===== src/rtl/mouse_pkg.sv =====
// Shared definitions for the PS/2 mouse path: packet FSM states, byte 0 field
// positions and the screen extents that color_mapper and the VGA controller also use.
package mouse_pkg;

  typedef enum logic [1:0] {WAIT_B0, WAIT_B1, WAIT_B2, APPLY} state_e;

  localparam int B0_L    = 0;
  localparam int B0_R    = 1;
  localparam int B0_M    = 2;
  localparam int B0_SYNC = 3;
  localparam int B0_XS   = 4;
  localparam int B0_YS   = 5;
  localparam int B0_XO   = 6;
  localparam int B0_YO   = 7;

  localparam int H_MAX = 639;
  localparam int V_MAX = 479;

  // Only the byte 0 fields the datapath needs are kept between bytes.
  typedef struct packed {
    logic yo;
    logic xo;
    logic ys;
    logic xs;
    logic r;
    logic l;
  } hdr_t;

  function automatic logic signed [10:0] delta9(input logic s, input logic [7:0] b);
    return $signed({s, s, s, b});
  endfunction

endpackage


===== src/rtl/mouse_axis_clamp.sv =====
// One cursor axis: adds a signed delta to the current position and saturates to [0, MAX].
module mouse_axis_clamp #(
  parameter int MAX = 639
) (
  input  logic [9:0]  pos_i,
  input  logic [10:0] delta_i,
  output logic [9:0]  pos_o
);
  localparam logic signed [11:0] MAX_S = 12'(MAX);
  localparam logic [9:0]         MAX_U = 10'(MAX);

  // One guard bit beyond the delta width so a doubled delta cannot wrap.
  logic signed [11:0] pos_s;
  logic signed [11:0] del_s;
  logic signed [11:0] sum;

  always_comb begin
    pos_s = $signed({2'b00, pos_i});
    del_s = $signed({delta_i[10], delta_i});
    sum   = pos_s + del_s;
    if (sum < 12'sd0)       pos_o = '0;
    else if (sum > MAX_S)   pos_o = MAX_U;
    else                    pos_o = sum[9:0];
  end

endmodule


===== src/rtl/mouse_cursor_tracker.sv =====
// Assembles PS/2 movement packets into a clamped cursor and publishes it per frame.
// Optional MOUSE_ACCEL_EN doubles any axis delta whose magnitude reaches ACCEL_THRESH.
module mouse_cursor_tracker #(
  parameter int H_MAX        = mouse_pkg::H_MAX,
  parameter int V_MAX        = mouse_pkg::V_MAX,
  parameter int X_INIT       = 320,
  parameter int Y_INIT       = 240,
  parameter int TIMEOUT_CYC  = 50000,
  parameter int ACCEL_THRESH = 8
) (
  input  logic       Clk,
  input  logic       Reset,
  input  logic       byte_valid,
  input  logic [7:0] byte_data,
  input  logic       frame_start,
  output logic [9:0] MouseX,
  output logic [9:0] MouseY,
  output logic       left_btn,
  output logic       right_btn,
  output logic       left_click,
  output logic       sync_err
);
  import mouse_pkg::*;

  localparam int CW = $clog2(TIMEOUT_CYC + 1);
  localparam logic [CW-1:0] TMO = CW'(TIMEOUT_CYC);
  localparam logic signed [10:0] TH = 11'(ACCEL_THRESH);
`ifdef MOUSE_ACCEL_EN
  localparam bit ACCEL_ON = 1'b1;
`else
  localparam bit ACCEL_ON = 1'b0;
`endif

  state_e        state_q, state_d;
  hdr_t          hdr_q, hdr_d;
  logic [7:0]    bx_q, bx_d, by_q, by_d;
  logic [CW-1:0] cnt_q, cnt_d;
  logic [9:0]    pend_x_q, pend_x_d, pend_y_q, pend_y_d;
  logic          pend_l_q, pend_l_d, pend_r_q, pend_r_d;
  logic [9:0]    mx_q, mx_d, my_q, my_d;
  logic          lb_q, lb_d, rb_q, rb_d, click_q, click_d, serr_q, serr_d;

  logic timeout, cap_b0, cap_x, cap_y, do_apply, reject;
  logic signed [10:0] dx, dy, dx_eff, dy_eff, dy_neg;
  logic [9:0] nx, ny;

  assign timeout = (state_q == WAIT_B1 || state_q == WAIT_B2) && (cnt_q == TMO);

  // FSM: state register
  always_ff @(posedge Clk or negedge Reset) begin
    if (!Reset) state_q <= WAIT_B0;
    else        state_q <= state_d;
  end

  // FSM: next state; a timeout wins over a byte arriving on the same cycle
  always_comb begin
    state_d = state_q;
    case (state_q)
      WAIT_B0: if (byte_valid && byte_data[B0_SYNC]) state_d = WAIT_B1;
      WAIT_B1: if (timeout) state_d = WAIT_B0; else if (byte_valid) state_d = WAIT_B2;
      WAIT_B2: if (timeout) state_d = WAIT_B0; else if (byte_valid) state_d = APPLY;
      APPLY:   state_d = WAIT_B0;
      default: state_d = WAIT_B0;
    endcase
  end

  // FSM: outputs
  always_comb begin
    cap_b0   = (state_q == WAIT_B0) && byte_valid && byte_data[B0_SYNC];
    reject   = (state_q == WAIT_B0) && byte_valid && !byte_data[B0_SYNC];
    cap_x    = (state_q == WAIT_B1) && byte_valid && !timeout;
    cap_y    = (state_q == WAIT_B2) && byte_valid && !timeout;
    do_apply = (state_q == APPLY);
    serr_d   = reject || timeout;
  end

  always_comb begin
    hdr_d = hdr_q;
    bx_d  = cap_x ? byte_data : bx_q;
    by_d  = cap_y ? byte_data : by_q;
    if (cap_b0)
      hdr_d = '{yo: byte_data[B0_YO], xo: byte_data[B0_XO], ys: byte_data[B0_YS],
                xs: byte_data[B0_XS], r: byte_data[B0_R], l: byte_data[B0_L]};
    if (byte_valid || timeout || !(state_q == WAIT_B1 || state_q == WAIT_B2))
      cnt_d = '0;
    else
      cnt_d = cnt_q + 1'b1;
  end

  always_comb begin
    dx     = hdr_q.xo ? 11'sd0 : delta9(hdr_q.xs, bx_q);
    dy     = hdr_q.yo ? 11'sd0 : delta9(hdr_q.ys, by_q);
    dx_eff = (ACCEL_ON && (dx >= TH || dx <= -TH)) ? (dx <<< 1) : dx;
    dy_eff = (ACCEL_ON && (dy >= TH || dy <= -TH)) ? (dy <<< 1) : dy;
    // PS/2 +Y points up, screen +Y points down.
    dy_neg = -dy_eff;
  end

  mouse_axis_clamp #(.MAX(H_MAX)) u_clamp_x (.pos_i(pend_x_q), .delta_i(dx_eff), .pos_o(nx));
  mouse_axis_clamp #(.MAX(V_MAX)) u_clamp_y (.pos_i(pend_y_q), .delta_i(dy_neg), .pos_o(ny));

  always_comb begin
    pend_x_d = do_apply ? nx      : pend_x_q;
    pend_y_d = do_apply ? ny      : pend_y_q;
    pend_l_d = do_apply ? hdr_q.l : pend_l_q;
    pend_r_d = do_apply ? hdr_q.r : pend_r_q;
    // Publishing reads the pending flops, so an APPLY on the same edge lands next frame.
    mx_d    = frame_start ? pend_x_q : mx_q;
    my_d    = frame_start ? pend_y_q : my_q;
    lb_d    = frame_start ? pend_l_q : lb_q;
    rb_d    = frame_start ? pend_r_q : rb_q;
    click_d = frame_start && pend_l_q && !lb_q;
  end

  always_ff @(posedge Clk or negedge Reset) begin
    if (!Reset) begin
      hdr_q    <= '0;
      bx_q     <= '0;
      by_q     <= '0;
      cnt_q    <= '0;
      pend_x_q <= 10'(X_INIT);
      pend_y_q <= 10'(Y_INIT);
      pend_l_q <= 1'b0;
      pend_r_q <= 1'b0;
      mx_q     <= 10'(X_INIT);
      my_q     <= 10'(Y_INIT);
      lb_q     <= 1'b0;
      rb_q     <= 1'b0;
      click_q  <= 1'b0;
      serr_q   <= 1'b0;
    end else begin
      hdr_q    <= hdr_d;
      bx_q     <= bx_d;
      by_q     <= by_d;
      cnt_q    <= cnt_d;
      pend_x_q <= pend_x_d;
      pend_y_q <= pend_y_d;
      pend_l_q <= pend_l_d;
      pend_r_q <= pend_r_d;
      mx_q     <= mx_d;
      my_q     <= my_d;
      lb_q     <= lb_d;
      rb_q     <= rb_d;
      click_q  <= click_d;
      serr_q   <= serr_d;
    end
  end

  assign MouseX     = mx_q;
  assign MouseY     = my_q;
  assign left_btn   = lb_q;
  assign right_btn  = rb_q;
  assign left_click = click_q;
  assign sync_err   = serr_q;

endmodule


===== config.mk =====
export PLATFORM = sky130hd
export DESIGN_NAME = mouse_cursor_tracker
export DESIGN_NICKNAME = d
export VERILOG_FILES = /design/src/rtl/mouse_pkg.sv /design/src/rtl/mouse_axis_clamp.sv /design/src/rtl/mouse_cursor_tracker.sv
export SDC_FILE = /design/constraint.sdc
export NUM_CORES = 1
export LEC_CHECK = 0
export ABC_AREA = 1
export CORE_MARGIN = 2
export CORE_UTILIZATION = 61
export CTS_BUF_LIST = sky130_fd_sc_hd__clkbuf_2 sky130_fd_sc_hd__clkbuf_4 sky130_fd_sc_hd__clkbuf_8
export DETAILED_ROUTE_END_ITERATION = 12
export HOLD_SLACK_MARGIN = 0.05
export PLACE_DENSITY_LB_ADDON = 0.1
export SYNTH_ARGS = -nofsm -noshare
export SYNTH_HDL_FRONTEND = slang
export SYNTH_SLANG_ARGS = --single-unit

===== constraint.sdc =====
create_clock -name Clk -period 3.15 [get_ports Clk]
set_input_delay 0.4725 -clock Clk [delete_from_list [all_inputs] [get_ports Clk]]
set_output_delay 0.4725 -clock Clk [all_outputs]
set_load 0.05 [all_outputs]

==> flow_metrics.tcl <==
set metrics [dict create \
    synth_edf_count 0 \
    grtUsageTotal_pct 26.1 \
    cts_tree "built" \
    worst_hold_slack_ns 0.111 \
    syn-instance-count 664 \
    synth_area_mm2 0.00512 \
    dr.first_iter.drc_count 202 \
    start_util_pct 62.6 \
    vias 4343 \
    r2r_start "hdr_q[5]$_DFFE_PN0P_" \
    crit_fanout 8 \
    worst_path_max_delay_cell "dfrtp_2" \
    final-hold-violation-count 0 \
    ys_warn_count 0 \
    ys.flop_type "dfrtp_1" \
    fillCellCount 690 \
    synth_top_cells_by_count "186 x nand2_1, 98 x inv_1, 74 x dfrtp_1, 74 x nor2_1, 38 x o21ai_0" \
    place_congestion 0.876 \
    antenna_found_initial 0 \
    cap_violations 0 \
    ys_seq_area_share_pct 42.3 \
    drive_above_1_share_pct 9.85 \
    die_area_mm2 0.00914 \
    status "completed" \
    crit_required_ns 3.42 \
    num_antenna_cells 0 \
    grt_pass1_vias 4165 \
    r2r_cells 21 \
    min_period_ns 2.86 \
    fmax_mhz 350 \
    drv_slew 0 \
    clkLatencyLatePin_ns 0.36 \
    drt_first_pass_iters 5 \
    worst_pin_slew_ns 1.01 \
    syn-num-nets 710 \
    fp.dieW_um 95.6 \
    p_leak_nw 2.98 \
    row_count 33 \
    finClkSkew_ns 0.0175 \
    grt-ovfl-total 0 \
    rr_endpoint "pend_y_q[3]$_DFFE_PN0N_" \
    synth-seq-cells 86 \
    ys_types 31 \
    cts_hold_repair.buffers 0 \
    core_mm2 0.00818 \
    clk_path_buf_depth 2 \
    slew_headroom_pct 32.1 \
    synthTopCellsByArea "dfrtp_1 36%, nand2_1 14%, ha_1 7.8%" \
    drc_errors 0 \
    area_growth_pct 13.6 \
    io_buffer_count 35 \
    hold_path_class "in2async" \
    rrSetupSlack_ns 0.29 \
    critPathKind "reg2reg" \
    yosysMostFrequentCell "nand2_1" \
    die_h_um 95.6 \
    cp_num_buf_inv 2 \
    cp.arrival_ns 3.13 \
    viasPerCell 5.32 \
    crit_path_max_incr_delay_ns 0.45 \
    synthArstFlopShare_pct 100 \
    vdd_drop_max_mv 0.639 \
    finalNetCount 752 \
    setup_violations 0 \
    cts.sinks 86 \
    antenna_left 0 \
    cp-start-kind "flip-flop" \
    htree_levels 3 \
    syn_avg_cell_area_um2 7.71 \
    wire_per_inst_um 13.3 \
    root_buffer "clkbuf_8" \
    cts_buffers 9 \
    io_pins 36 \
    grt_pass1_wl_mm 18.6 \
    endpoint_kind "flip-flop" \
    startpoint "hdr_q[5]$_DFFE_PN0P_" \
    power.density_mw_per_mm2 1190 \
    yosys.area.top_type_share_pct 36.2 \
    crit_top_cell "nand2_1" \
    synth.largest_area_cell "dfrtp_1" \
    crit_chain "nor2_1 > inv_1 > ha_1 > nand2_2 > nor2_4 > nand3_4 > nor2_1 > o21ai_1 > ha_1 > nand2_1 > inv_1 > a21oi_1 > nand3_1 > nand2_1 > nand2_1 > nor2_2 > nand3_2 > nand2_4 > nand2_1 > nand2_1 > nand2_1" \
    clk_pin_slew_ns 0.10 \
    post-dp-hpwl_mm 8.26 \
    grt_max_degree 50 \
    wirelength_mm 10.8 \
    final_util_pct 71.1 \
    cpLargestDelayFamily "simple AND/OR/NAND/NOR gates" \
    timing.final.crit_share_pct 90.7 \
]
[worst max path at each step]
stage / to / cells past startpoint
6_report: pend_y_q[3]$_DFFE_PN0N_ / 21
3_5_place_dp: pend_y_q[3]$_DFFE_PN0N_ / 20
5_1_grt: pend_y_q[8]$_DFFE_PN0N_ / 22
3_3_place_gp: pend_y_q[1]$_DFFE_PN0N_ / 20
4_1_cts: pend_y_q[3]$_DFFE_PN0N_ / 20
2_1_floorplan: pend_y_q[2]$_DFFE_PN0N_ / 20
[where the power goes]
part / leakage [nW] / switching, mW / internal (mW)
clock network: 0.109 / 0.449 / 0.388
logic: 1.81 / 2.77 / 1.50
registers: 1.07 / 0.264 / 1.52
total: 2.98 / 3.48 / 3.41
[logic make-up after synthesis]
kind of cell | Yosys count | share of synthesized area (%)
AOI/OAI and AO/OA | 78 | 7.92
adders and majority gates | 34 | 8.60
buffers and inverters | 110 | 8.14
DFF | 86 | 42.3
xor gates and xnor gates | 16 | 2.74
muxes | 15 | 3.30
and+or+nand+nor | 325 | 27.0
[flip-flops by register name, indices dropped and copies added, names as in the netlist]
signal and flops:
state_q 2, left_click 1, hdr_q 6, cnt_q 16, MouseY 10, right_btn 1, pend_x_q 10, pend_l_q 1
pend_y_q 10, MouseX 10, bx_q 8, sync_err 1, pend_r_q 1, left_btn 1, by_q 8
[area by class of cell]
| type | count | area (µm²) | area share, % |
|---|---|---|---|
| flip-flops and latches | 86 | 2170 | 37.3 |
| well taps | 105 | 131 | 2.26 |
| repair buffers | 40 | 385 | 6.63 |
| multi-input cells | 468 | 2540 | 43.7 |
| inverters | 101 | 379 | 6.52 |
| clock inverters | 7 | 87.6 | 1.51 |
| clock buffers | 9 | 124 | 2.13 |
[what timing repair did]
| action | 4_1_cts | 5_1_grt |
|---|---|---|
| gates resized for setup | 0 | 3 |
| setup buffers | 0 | 1 |
| setup endpoints to repair | 0 | 9 |
| endpoints found under the hold margin | 0 | 0 |
[metal layers]
metal  vias to the layer above  track usage [%]  wire length, µm
li1                       2178                -                -
met1                      2044             35.5             5130
met2                       105             42.4             5080
met3                        16             4.98              471
met4                         0             8.33              139
met5                         -                0                0
[stage by stage]
stage	TNS [ns]	setup slack, ns	total power, mW	instance area, µm²	instances
detailed placement	0	0.222	6.01	5590	799
global placement	0	0.282	5.90	5590	799
floorplan	0	0.583	5.02	5120	664
CTS	0	0.205	6.88	5800	815
global route	-0.00695	-0.00695	7.57	5810	816
finish	0	0.292	6.89	5810	816
[worst reg2reg max path, stage by stage (launching register included)]
cell     delay, ns
dfrtp_2       0.45
nor2_1        0.17
inv_1         0.08
ha_1          0.22
nand2_2       0.09
nor2_4        0.05
nand3_4       0.10
nor2_1        0.06
o21ai_1       0.21
ha_1          0.28
nand2_1       0.10
inv_1         0.06
a21oi_1       0.19
nand3_1       0.10
nand2_1       0.07
nand2_1       0.05
nor2_2        0.09
nand3_2       0.11
nand2_4       0.11
nand2_1       0.07
nand2_1       0.07
nand2_1       0.05
[cell usage in the layout, fill, tap and decap left out, drive strengths merged]
cell,instances
nand2,192
inv,106
nor2,78
dfrtp,74
o21ai,41
nand3,37
clkdlybuf4s50,34
a21oi,33
ha,32
mux2,15
dfstp,12
xor2,9
clkbuf,9
nand4,8
nor3,8
xnor2,7
buf,6
o21bai,3
fa,2
nor3b,1
nor4,1
a221oi,1
bufinv,1
clkinv,1
No activity file was read; power rests on OpenSTA's default activity.
